[src/rtl/gray_decoder_monitor.sv]
// Gray sample decoder with one-bit step, direction and wrap monitoring.
// Optional saturating step-error counter: define GRAY_ERR_CNT_EN.
module gray_decoder_monitor #(
  parameter int N     = 4,
  parameter int ERR_W = 8
) (
  input  logic         clk,
  input  logic         srst,
  input  logic [N-1:0] gray_in,
  input  logic         gray_vld,
  output logic [N-1:0] bin_out,
  output logic         bin_vld,
  output logic         step_err,
  output logic         dir_up,
  output logic         wrap
`ifdef GRAY_ERR_CNT_EN
  ,
  output logic [ERR_W-1:0] err_cnt
`endif
);

  typedef enum logic {
    FIRST,
    TRACK
  } state_t;

  state_t       state;
  logic [N-1:0] prev_gray;
  logic [N-1:0] new_bin;
  logic [N-1:0] prev_bin;
  logic [N-1:0] diff;
  logic         zero_step;
  logic         one_step;
  logic         multi_step;
  logic         up_step;
  logic         at_top;
  logic         at_bot;

  function automatic logic [N-1:0] g2b(
    input logic [N-1:0] g
  );
    logic [N-1:0] b;
    b[N-1] = g[N-1];
    for (int i = N - 2; i >= 0; i--) begin
      b[i] = b[i+1] ^ g[i];
    end
    return b;
  endfunction

  assign new_bin  = g2b(gray_in);
  assign prev_bin = g2b(prev_gray);
  assign diff     = gray_in ^ prev_gray;

  // Exactly one bit set <=> nonzero and clearing the lowest set bit leaves zero.
  assign zero_step  = (diff == '0);
  assign one_step   = !zero_step &&
                      ((diff & (diff - N'(1))) == '0);
  assign multi_step = !zero_step && !one_step;

  assign up_step = (new_bin == prev_bin + N'(1));
  assign at_top  = &prev_bin;
  assign at_bot  = ~|prev_bin;

  always_ff @(posedge clk or posedge srst) begin
    if (srst) begin
      state     <= FIRST;
      prev_gray <= '0;
      bin_out   <= '0;
      bin_vld   <= 1'b0;
      step_err  <= 1'b0;
      dir_up    <= 1'b1;
      wrap      <= 1'b0;
    end else begin
      bin_vld <= gray_vld;
      if (gray_vld) begin
        prev_gray <= gray_in;
        bin_out   <= new_bin;
        step_err  <= 1'b0;
        wrap      <= 1'b0;
        unique case (state)
          FIRST: begin
            state <= TRACK;
          end
          TRACK: begin
            if (one_step) begin
              dir_up <= up_step;
              wrap   <= up_step ? at_top : at_bot;
            end else if (multi_step) begin
              step_err <= 1'b1;
            end
          end
          default: begin
            state <= FIRST;
          end
        endcase
      end
    end
  end

`ifdef GRAY_ERR_CNT_EN
  always_ff @(posedge clk or posedge srst) begin
    if (srst) begin
      err_cnt <= '0;
    end else if (gray_vld && state == TRACK &&
                 multi_step && err_cnt != '1) begin
      err_cnt <= err_cnt + ERR_W'(1);
    end
  end
`endif

endmodule

[config.mk]
export PLATFORM = sky130hd
export DESIGN_NAME = gray_decoder_monitor
export DESIGN_NICKNAME = d
export VERILOG_FILES = /design/src/rtl/gray_decoder_monitor.sv
export SDC_FILE = /design/constraint.sdc
export NUM_CORES = 1
export LEC_CHECK = 0
export ABC_CLOCK_PERIOD_IN_PS = 5800
export BUFFER_PORTS_ARGS = -buffer_cell sky130_fd_sc_hd__buf_2
export CAP_MARGIN = 20
export CORE_MARGIN = 10
export CORE_UTILIZATION = 40
export DETAILED_ROUTE_END_ITERATION = 16
export SETUP_SLACK_MARGIN = 0.3
export SYNTH_ARGS = -nofsm -noshare
export SYNTH_HDL_FRONTEND = slang
export SYNTH_SLANG_ARGS = --single-unit
[constraint.sdc]
create_clock -name clk -period 5.8 [get_ports clk]
set_clock_uncertainty 0.15 [all_clocks]
set_input_delay 1.16 -clock clk [delete_from_list [all_inputs] [get_ports clk]]
set_output_delay 1.16 -clock clk [all_outputs]
set_load 0.02 [all_outputs]
Word level (Yosys, flattened, before mapping)
Cells that the tools add are included.
W data, S select, Z words.
{ "totals": {"ram_bits": 0, "n_memories": 0, "elab_cells": 34, "rom_bits": 0, "output_inout_bits": 8, "latchBits": 0, "regBits": 13, "input_bits": 7} }
{ "classes": {"n_lt_le_gt_ge": 0, "bitwise_logic": 8, "n_shift": 0, "n_reduce_logical": 10, "n_addsub": 2, "multipliers": 0, "mux": 6, "div_mod_pow": 0, "n_eq_ne": 1} }
{ "op_table": {"columns": ["cell", "n"], "rows": [
  ["$logic_not A4 Y1", 2],
  ["$mux W1", 6],
  ["$xor A1 B1 Y1", 6],
  ["$add A4 B1 Y4 const B", 1],
  ["$and A4 B4 Y4", 1],
  ["$eq A4 B4 Y1", 1],
  ["$reduce_and A4 Y1", 1],
  ["$reduce_or A4 Y1", 1],
  ["$sub A4 B1 Y4 const B", 1],
  ["$xor A4 B4 Y4", 1],
  ["$logic_not A1 Y1", 3],
  ["$reduce_and A3 Y1", 1],
  ["$logic_and A1 B1 Y1", 2]
]} }

Longest topological paths before layout
Gate-level depths: netlist of the first run.
{ "logic_depth": {"depth_word": 10, "mapped_depth": 9, "ltp_nobuf": 8} }

Worst setup path before layout of the first run
Ideal clock, no wire load.
{ "synth_timing": {"path_type": "input port to flip-flop", "from": "input gray_in[0]", "to": "register wrap", "t_required_ns": 5.555, "arrival_time_ns": 2.264, "slack_ns": 3.290, "setup_time_ns": 0.095, "n_path_buf": 1, "path_stages": 6, "cell_sequence": "buf_2 > or3_1 > o22ai_1 > o221ai_2 > mux2i_1 > o32ai_2"} }
{ "synth_between": {"elab_chain_len": 7, "word_cells_on_any_way": 12, "classes_between": "add/sub (1); eq/ne (1); mux (3); bitwise (3); reduce/logical (4)"} }
{ "synth_lines": {"columns": ["element", "line", "rtl"], "rows": [
  ["from (decl)", "9", "input logic [N-1:0] gray_in,"],
  ["$xor A4 B4 Y4", "52", "assign diff = gray_in ^ prev_gray;"],
  ["$sub A4 B1 Y4", "57", "((diff & (diff - N'(1))) == '0);"],
  ["$and A4 B4 Y4", "57", null],
  ["$logic_not A4 Y1", "57", null],
  ["$logic_and A1 B1 Y1", "56", "assign one_step = !zero_step &&"],
  ["$mux W1 *", "85", "if (one_step) begin"],
  ["$mux W1 *", "80", "unique case (state)"],
  ["to (signal assigned)", "87", "wrap <= up_step ? at_top : at_bot;"],
  ["to (decl)", "15", "output logic wrap"]
]} }
Mark *: on every way between the ends. The rest lies on a longest branch, timed or not.
A chain may end at the register's enable or synchronous reset.

Worst setup path after layout of the first run
{ "layout_timing": {"from": "input gray_in[2]", "to": "register wrap"} }
{ "layout_between": {"elab_chain_len": 7, "word_cells_on_any_way": 14, "classes_between": "add/sub (1); eq/ne (1); mux (3); bitwise (5); reduce/logical (4)"} }
{ "layout_lines": {"columns": ["element", "line"], "rows": [
  ["$xor A4 B4 Y4 or $xor A1 B1 Y1 (tied branches)", "52, 45"],
  ["$sub A4 B1 Y4 or $xor A1 B1 Y1 (tied branches)", "57, 45"],
  ["$and A4 B4 Y4 or $xor A1 B1 Y1 (tied branches)", "57, 45"],
  ["$logic_not A4 Y1 or $eq A4 B4 Y1 (tied branches)", "57, 60"],
  ["$logic_and A1 B1 Y1 or $mux W1 (tied branches)", "56, 87"],
  ["$mux W1 *", "85"],
  ["$mux W1 *", "80"]
]} }
Marks and branches as above.

==> results of run 1 <==
sequential cells by signal, indices dropped and copies added, names as in the netlist:
name	count
step_err	1
bin_out	4
dir_up	1
bin_vld	1
wrap	1
prev_gray	3
state	1
power groups by stage:
stage | Sequential (W) | Combinational, W | Clock [W]
2_1_floorplan | 0.000113 | 0.0000628 | 0
3_3_place_gp | 0.000106 | 0.0000888 | 0
3_5_place_dp | 0.000106 | 0.0000895 | 0
4_1_cts | 0.000104 | 0.0000900 | 0.0000543
5_1_grt | 0.000106 | 0.0000990 | 0.0000604
6_report | 0.000104 | 0.0000882 | 0.0000514
cell usage after synthesis, types with 2 or more instances:
cell     number  area share
a21oi_1       3       0.020
and3_1        2       0.016
buf_2         2       0.013
dfrtp_1      11        0.36
ha_1          2       0.033
inv_1         4       0.020
mux2_2        4       0.059
mux2i_1       3       0.039
nand2_1       6       0.029
nand3_1       2       0.013
nor2_1        4       0.020
o21ai_0       3       0.020
o22ai_1       2       0.016
xnor2_1       7       0.080
xor2_1        2       0.023
area by class of cell:
type / instances / area share
clock buffer: 4 / 0.03039
inverter: 5 / 0.02171
multi-input combinational: 54 / 0.4819
sequential: 12 / 0.3488
tap: 25 / 0.03618
timing repair buffer: 14 / 0.08104
routing by layer:
layer  up-vias  wire length [um]
li1        289                 -
met1       247               728
met2         8               629
met3         2                84
met4         0                14
met5         -                 0
layout by cell type (no fill, tap or decap), drive strengths merged:
master and n:
inv 5, xor2 3, mux2i 3, a21oi 3, nor3 1, o21ai 3, nand3 2, nand2 6
xnor2 8, nor3b 1, or2 1, dfstp 1, buf 14, mux2 4, o31ai 1, clkbuf 4
a22o 1, and3 2, o32ai 2, a31oi 1, o311ai 1, nor2 5, o22ai 2, or3 1
dfrtp 11, ha 2, o221ai 1
worst max-delay path by stage:
stage / end / slack [ns] / cells past startpoint / from
floorplan: wrap / 3.29 / 6 / gray_in[0]
global placement: wrap / 3.08 / 7 / gray_in[2]
detailed placement: wrap / 3.05 / 7 / gray_in[2]
CTS: wrap / 3.34 / 7 / gray_in[2]
global route: wrap / 3.28 / 7 / gray_in[2]
finish: wrap / 3.36 / 7 / gray_in[2]
per-stage QoR:
step / instance area [um^2] / cells
floorplan: 769.5 / 76
global placement: 838.3 / 110
detailed placement: 838.3 / 110
CTS: 864.6 / 114
global route: 864.6 / 114
finish: 864.6 / 114
logic make-up (layout without fill, tap and decap cells):
family,after synthesis,in the layout,share of synthesized area
AO/OA/AOI/OAI,15,15,0.1480
XOR/XNOR,11,11,0.1447
AND/OR/NAND/NOR,19,19,0.1187
flip-flops,12,12,0.3919
multiplexers,7,7,0.09756
adder cells (fa/ha/maj),2,2,0.03252
buffers and inverters,10,23,0.06665
==> impl_results.md, run 1 <==
* Sequential-to-total area share from yosys stat at 0.3919
* CP startpoint kind: input pin
* Worst Path Max Fanout at 6
* Worst VDD drop at ~160 uV
* Layout cell share with drive strength beyond 1 at 0.3258
* TritonCTS Sinks at 12
* Worst Path Required at around 5.8 ns
* First-pass GRT wire length at about 2500 um
* Die area at 4078 um^2
* Synthesized area at 769.5 um^2
* Max Slew Vio Count at 0
* Logic pwr share at 0.362
* Int Power at roughly 0.00016 W
* Initial core utilization at 0.4316
* Vias/cell at approximately 4.8
* Final period util at 0.4215
* Num ports at 15
* Met1 usage at 0.09419
* Final GP Congestion at 0.7122
* Syn Area/Cell at about 10 um^2
* CTS tree: built
* Footprint of the multi-input gates at around 420 um^2
* Worst relative slew slack at 0.6961
* Largest net degree at the start of global routing at 16
* Total grt overflow at 0
* HPWL after DPL at between 1000 and 1500 um
* DRT antenna net count at 0
* Setup Buffers After CTS at 0
* # rows at 15
* Total track usage at 0.07512
* Total power at 0.0002438 W
* Distinct cells, synth at 34
* Global route hottest layer: met2
* Hold Worst Slack at about 0.32 ns
* Clock network fraction of total power at 0.211
* Vias in the first global route at 556
* Worst R2R End: wrap
* Number of gates resized after CTS at 0
* Worst EP arrival at 2.43 ns
* Crit Path Class: input pin to flip-flop
* Global-route met3 utilization at 0.02613
* Worst R2R Path Depth at 7
* Die height at 63.86 um
* Highest clock rate at about 410 MHz
* Least-Margin Pin Slew at 0.4553 ns
* CP Buf/Inv Count at 1
* DR DRC count at 0
* Sw Share at 0.3482
* Clock Latency Late Sink at between 0.2 and 0.3 ns
* Max-cap violations at 0
* CORE AREA at around 1800 um^2
* Critical path's top delay family: compound AO/OA/AOI/OAI gates
* Worst Hold Endpoint: state
* Htree depth at 1
* Core Util, Final at 0.4849
* Antenna diodes at 0
* Clock transition at the registers of the reported paths at approximately 0.070 ns
* Worst hold path startpoint: state
* Fin. Hold Viols at 0
* RSZ-0062 raised after global routing: false
* Initial antenna violation count at 0
* Worst setup EP type: flip-flop
* Syn_nets at 85
* Hold-fix buffers, CTS at 0
* IO buf count at 14
* Final wirelength at approximately 1500 um
* Post-synthesis cell count at 76
* Initial drt markers at 20
* Grt met2 use at 0.1095
* YS warnings at 0
* Clock tree buffer depth at 2
* Switching Power at between 0.00008 and 0.00009 W
* Hold path depth at 1
* Routed wire per std cell at 12.78 um
* Clock buffer count from CTS at 3
* Min Tclk post-route at between 2 and 2.5 ns
* HP Class: flip-flop to flip-flop
* Async SR Flop Fraction at 1.000
* Fin nets at slightly below 100
* Routed via count at roughly 550
* Root Buffer: clkbuf_4
* Max incr delay on CP at roughly 0.30 ns
* Reg2reg start: bin_out[3]
* Setup tns final at 0 ns
* DP Worst Slack at 3.055 ns
* Sequential power share at 0.427
* Final count of negative-setup-slack endpoints at 0
* Area Growth Syn to Fin at 12.36%
* Outcome: completed
* PwrDens at between 200 and 300 nW/um^2
* Synth Flop Type: dfrtp_1
* Crit path cell chain: buf_2 -> xnor2_2 -> nor2_2 -> a22o_1 -> o221ai_2 -> mux2i_1 -> o32ai_2
* Slowest CP cell: xnor2_2
* Die width at 63.86 um
* Post-synth EDFFs at 0
* Yosys reg bits at 12
* FILL cells at between 150 and 200
* FF/Latch Area at between 300 and 400 um^2
* First-pass detailed-route iteration total at 4
* Reg-to-reg setup timing slack at around 3.5 ns
* Final WS setup at approximately 3.4 ns
* Pleak at ~0.38 nW
No activity file was read; power rests on OpenSTA's default activity.
==> run 2, diff against run 1 <==
Settings changed: ABC_CLOCK_PERIOD_IN_PS 5800 to 2540.
Clock period 5.8 ns to 2.54 ns, I/O delays scaled along.
==> run 2 against run 1 <==
Flip-flop and latch count unchanged. Final cell count increased by 1.8%. Non-clock buffer count increased by 2. Global-route usage increased by 0.24 points. Critical path depth increased by 1. Total power increased by 140%. Combinational power increased to 2.5 times the previous value. First-iteration DRC count decreased by 50%. Critical path type is now flip-flop to flip-flop. Largest cell class unchanged.
==> impl_results.md, run 2 (synthesis gave the netlist of run 1 again) <==
* Htree depth at 1 (unchanged)
* Die height at 63.86 um (unchanged)
* Clock buffer count from CTS at 3 (unchanged)
* Vias/cell at 4.922 (+2.8%)
* Vias in the first global route at 576 (+3.6%)
* Total track usage at 0.07755 (+0.002426)
* Num ports at 15 (unchanged)
* First-pass GRT wire length at 2559 um (+2.8%)
* Initial antenna violation count at 0 (unchanged)
* DP Worst Slack at 0.3016 ns (-2.753 ns)
* Crit Path Class: flip-flop to flip-flop
* Setup tns final at 0 ns (unchanged)
* Area Growth Syn to Fin at 17.72%
* Biggest register: bin_out
* Final WS setup at 0.4214 ns (-2.934 ns)
* DR DRC count at 0 (unchanged)
* Largest registers: bin_out (4), prev_gray (3)
* Initial core utilization at 0.4316 (unchanged)
* TritonCTS Sinks at 12 (unchanged)
* IO buf count at 14 (unchanged)
* Routed wire per std cell at 14.00 um (+9.5%)
* Max-cap violations at 0 (unchanged)
* DRT antenna net count at 0 (unchanged)
* CORE AREA at 1783 um^2 (unchanged)
* Initial drt markers at 10 (-50%)
* Highest clock rate at ~470 MHz
* First-pass detailed-route iteration total at 3 (-1)
* Die area at 4078 um^2 (unchanged)
* Number of flip-flops in the largest register at 4 (unchanged)
* Worst Path Required at 2.53 ns (-3.26 ns)
* Antenna diodes at 0 (unchanged)
* CP startpoint kind: flip-flop
* Worst R2R Path Depth at 8 (+1)
* Clock Latency Late Sink at 0.27 ns (about the same)
* Final count of negative-setup-slack endpoints at 0 (unchanged)
* Routed via count at 571 (+4.6%)
* Final period util at 0.8341
* CTS tree: built
* Least-Margin Pin Slew at 0.4612 ns (+0.005881 ns)
* Worst EP arrival at 2.11 ns (-0.32 ns)
* Final GP Congestion at 0.7571 (+6.3%)
* Fin nets at 101 (+2.0%)
* Most frequent cells in the layout: 14 x buf_2, 9 x dfrtp_1, 7 x xnor2_1
* Layout cell share with drive strength beyond 1 at 0.3736 (+0.04778)
* PwrDens at 645.5 nW/um^2 (+130%)
* Total grt overflow at 0 (unchanged)
* Clock tree buffer depth at 2 (unchanged)
* Max Slew Vio Count at 0 (unchanged)
* Commonest non-fill, non-tap cell in the layout: buf_2
* Root Buffer: clkbuf_4
* Hold-fix buffers, CTS at 0 (unchanged)
* Final wirelength at 1624 um (+11%)
* HPWL after DPL at 1223 um (+3.9%)
* Worst setup EP type: flip-flop
* Die width at 63.86 um (unchanged)
* Worst relative slew slack at 0.6922 (-0.003925)
* Worst Path Max Fanout at 6 (unchanged)
* Clock transition at the registers of the reported paths at 0.08 ns (about the same)
* Fin. Hold Viols at 0 (unchanged)
* Largest net degree at the start of global routing at 16 (unchanged)
* FILL cells at 172 (+6.2%)
* # rows at 15 (unchanged)
* HP Class: input pin to async pin
* Min Tclk post-route at approximately 2.1 ns
* Pleak at 0.3889 nW (+2.5%)
* Outcome: completed
* Worst VDD drop at 347.2 uV (+120%)
* RSZ-0062 raised after global routing: false
[run 2: changes by cell type in the layout (fill, tap and decap cells not counted)]
cell / delta
xor2_2: -1
ha_4: +1
dfrtp_1: -2
dfrtp_2: +2
buf_4: +2
ha_1: -1
xor2_4: +1
[run 2: cell type report]
cell class | instances | area (um^2) | share of cell area
repair buffers | 16 | 85.08 | 0.09392
well taps | 25 | 31.28 | 0.03453
clock buffers | 4 | 26.28 | 0.02901
inverters | 5 | 18.77 | 0.02072
multi-input cells | 54 | 440.4 | 0.4862
flip-flops and latches | 12 | 304.0 | 0.3356
[run 2: layer usage]
| layer | track usage | vias to the layer above | part of all wire |
|---|---|---|---|
| met5 | 0 | - | 0 |
| li1 | - | 293 | - |
| met4 | 0.04098 | 0 | 0.011 |
| met3 | 0.02265 | 2 | 0.038 |
| met2 | 0.1169 | 8 | 0.45 |
| met1 | 0.09700 | 268 | 0.50 |
[run 2: critical path: stages, from the launching register on]
cell,delay [ns]
dfrtp_2,0.46
xor2_4,0.21
ha_4,0.30
nor3_1,0.05
a31oi_1,0.17
o22ai_1,0.11
o221ai_2,0.21
mux2i_1,0.24
o32ai_2,0.09
[run 2: timing repair]
| item | in CTS | in global routing |
|---|---|---|
| hold endpoints to repair | 0 | 0 |
| pin swaps | 0 | 2 |
| buffers inserted | 0 | 2 |
| cloned | 0 | 0 |
| setup endpoints to repair | 1 | 1 |
| gates resized for setup | 1 | 4 |
[run 2: stage by stage]
| step | hold WS, ns | instance area [um^2] | utilization | instances | total power [W] |
|---|---|---|---|---|---|
| global placement | 0.3018 | 838.3 | 0.4702 | 110 | 0.0004446 |
| finish | 0.08272 | 905.9 | 0.5081 | 116 | 0.0005847 |
| CTS | 0.09255 | 865.8 | 0.4856 | 114 | 0.0005740 |
| global route | 0.1094 | 905.9 | 0.5081 | 116 | 0.0006232 |
| detailed placement | 0.3092 | 838.3 | 0.4702 | 110 | 0.0004469 |
| floorplan | 0.2220 | 769.5 | - | 76 | 0.0004007 |
[run 2: path summary, 6_finish.rpt]
path / startpoint / endpoint / slack, ns
min in group clk: state / state / 0.33
max in group asynchronous: srst / dir_up / 1.81
hold reg to reg: state / state / 0.33
setup reg to reg: bin_out[3] / wrap / 0.42
setup / recovery: bin_out[3] / wrap / 0.42
hold / removal: srst / bin_out[2] / 0.08
[run 2: report_power, final]
part | switching (W) | internal [W]
Combinational | 0.000124 | 0.0000979
Sequential | 0.0000209 | 0.000219
Clock | 0.0000626 | 0.0000607
Total | 0.000208 | 0.000377
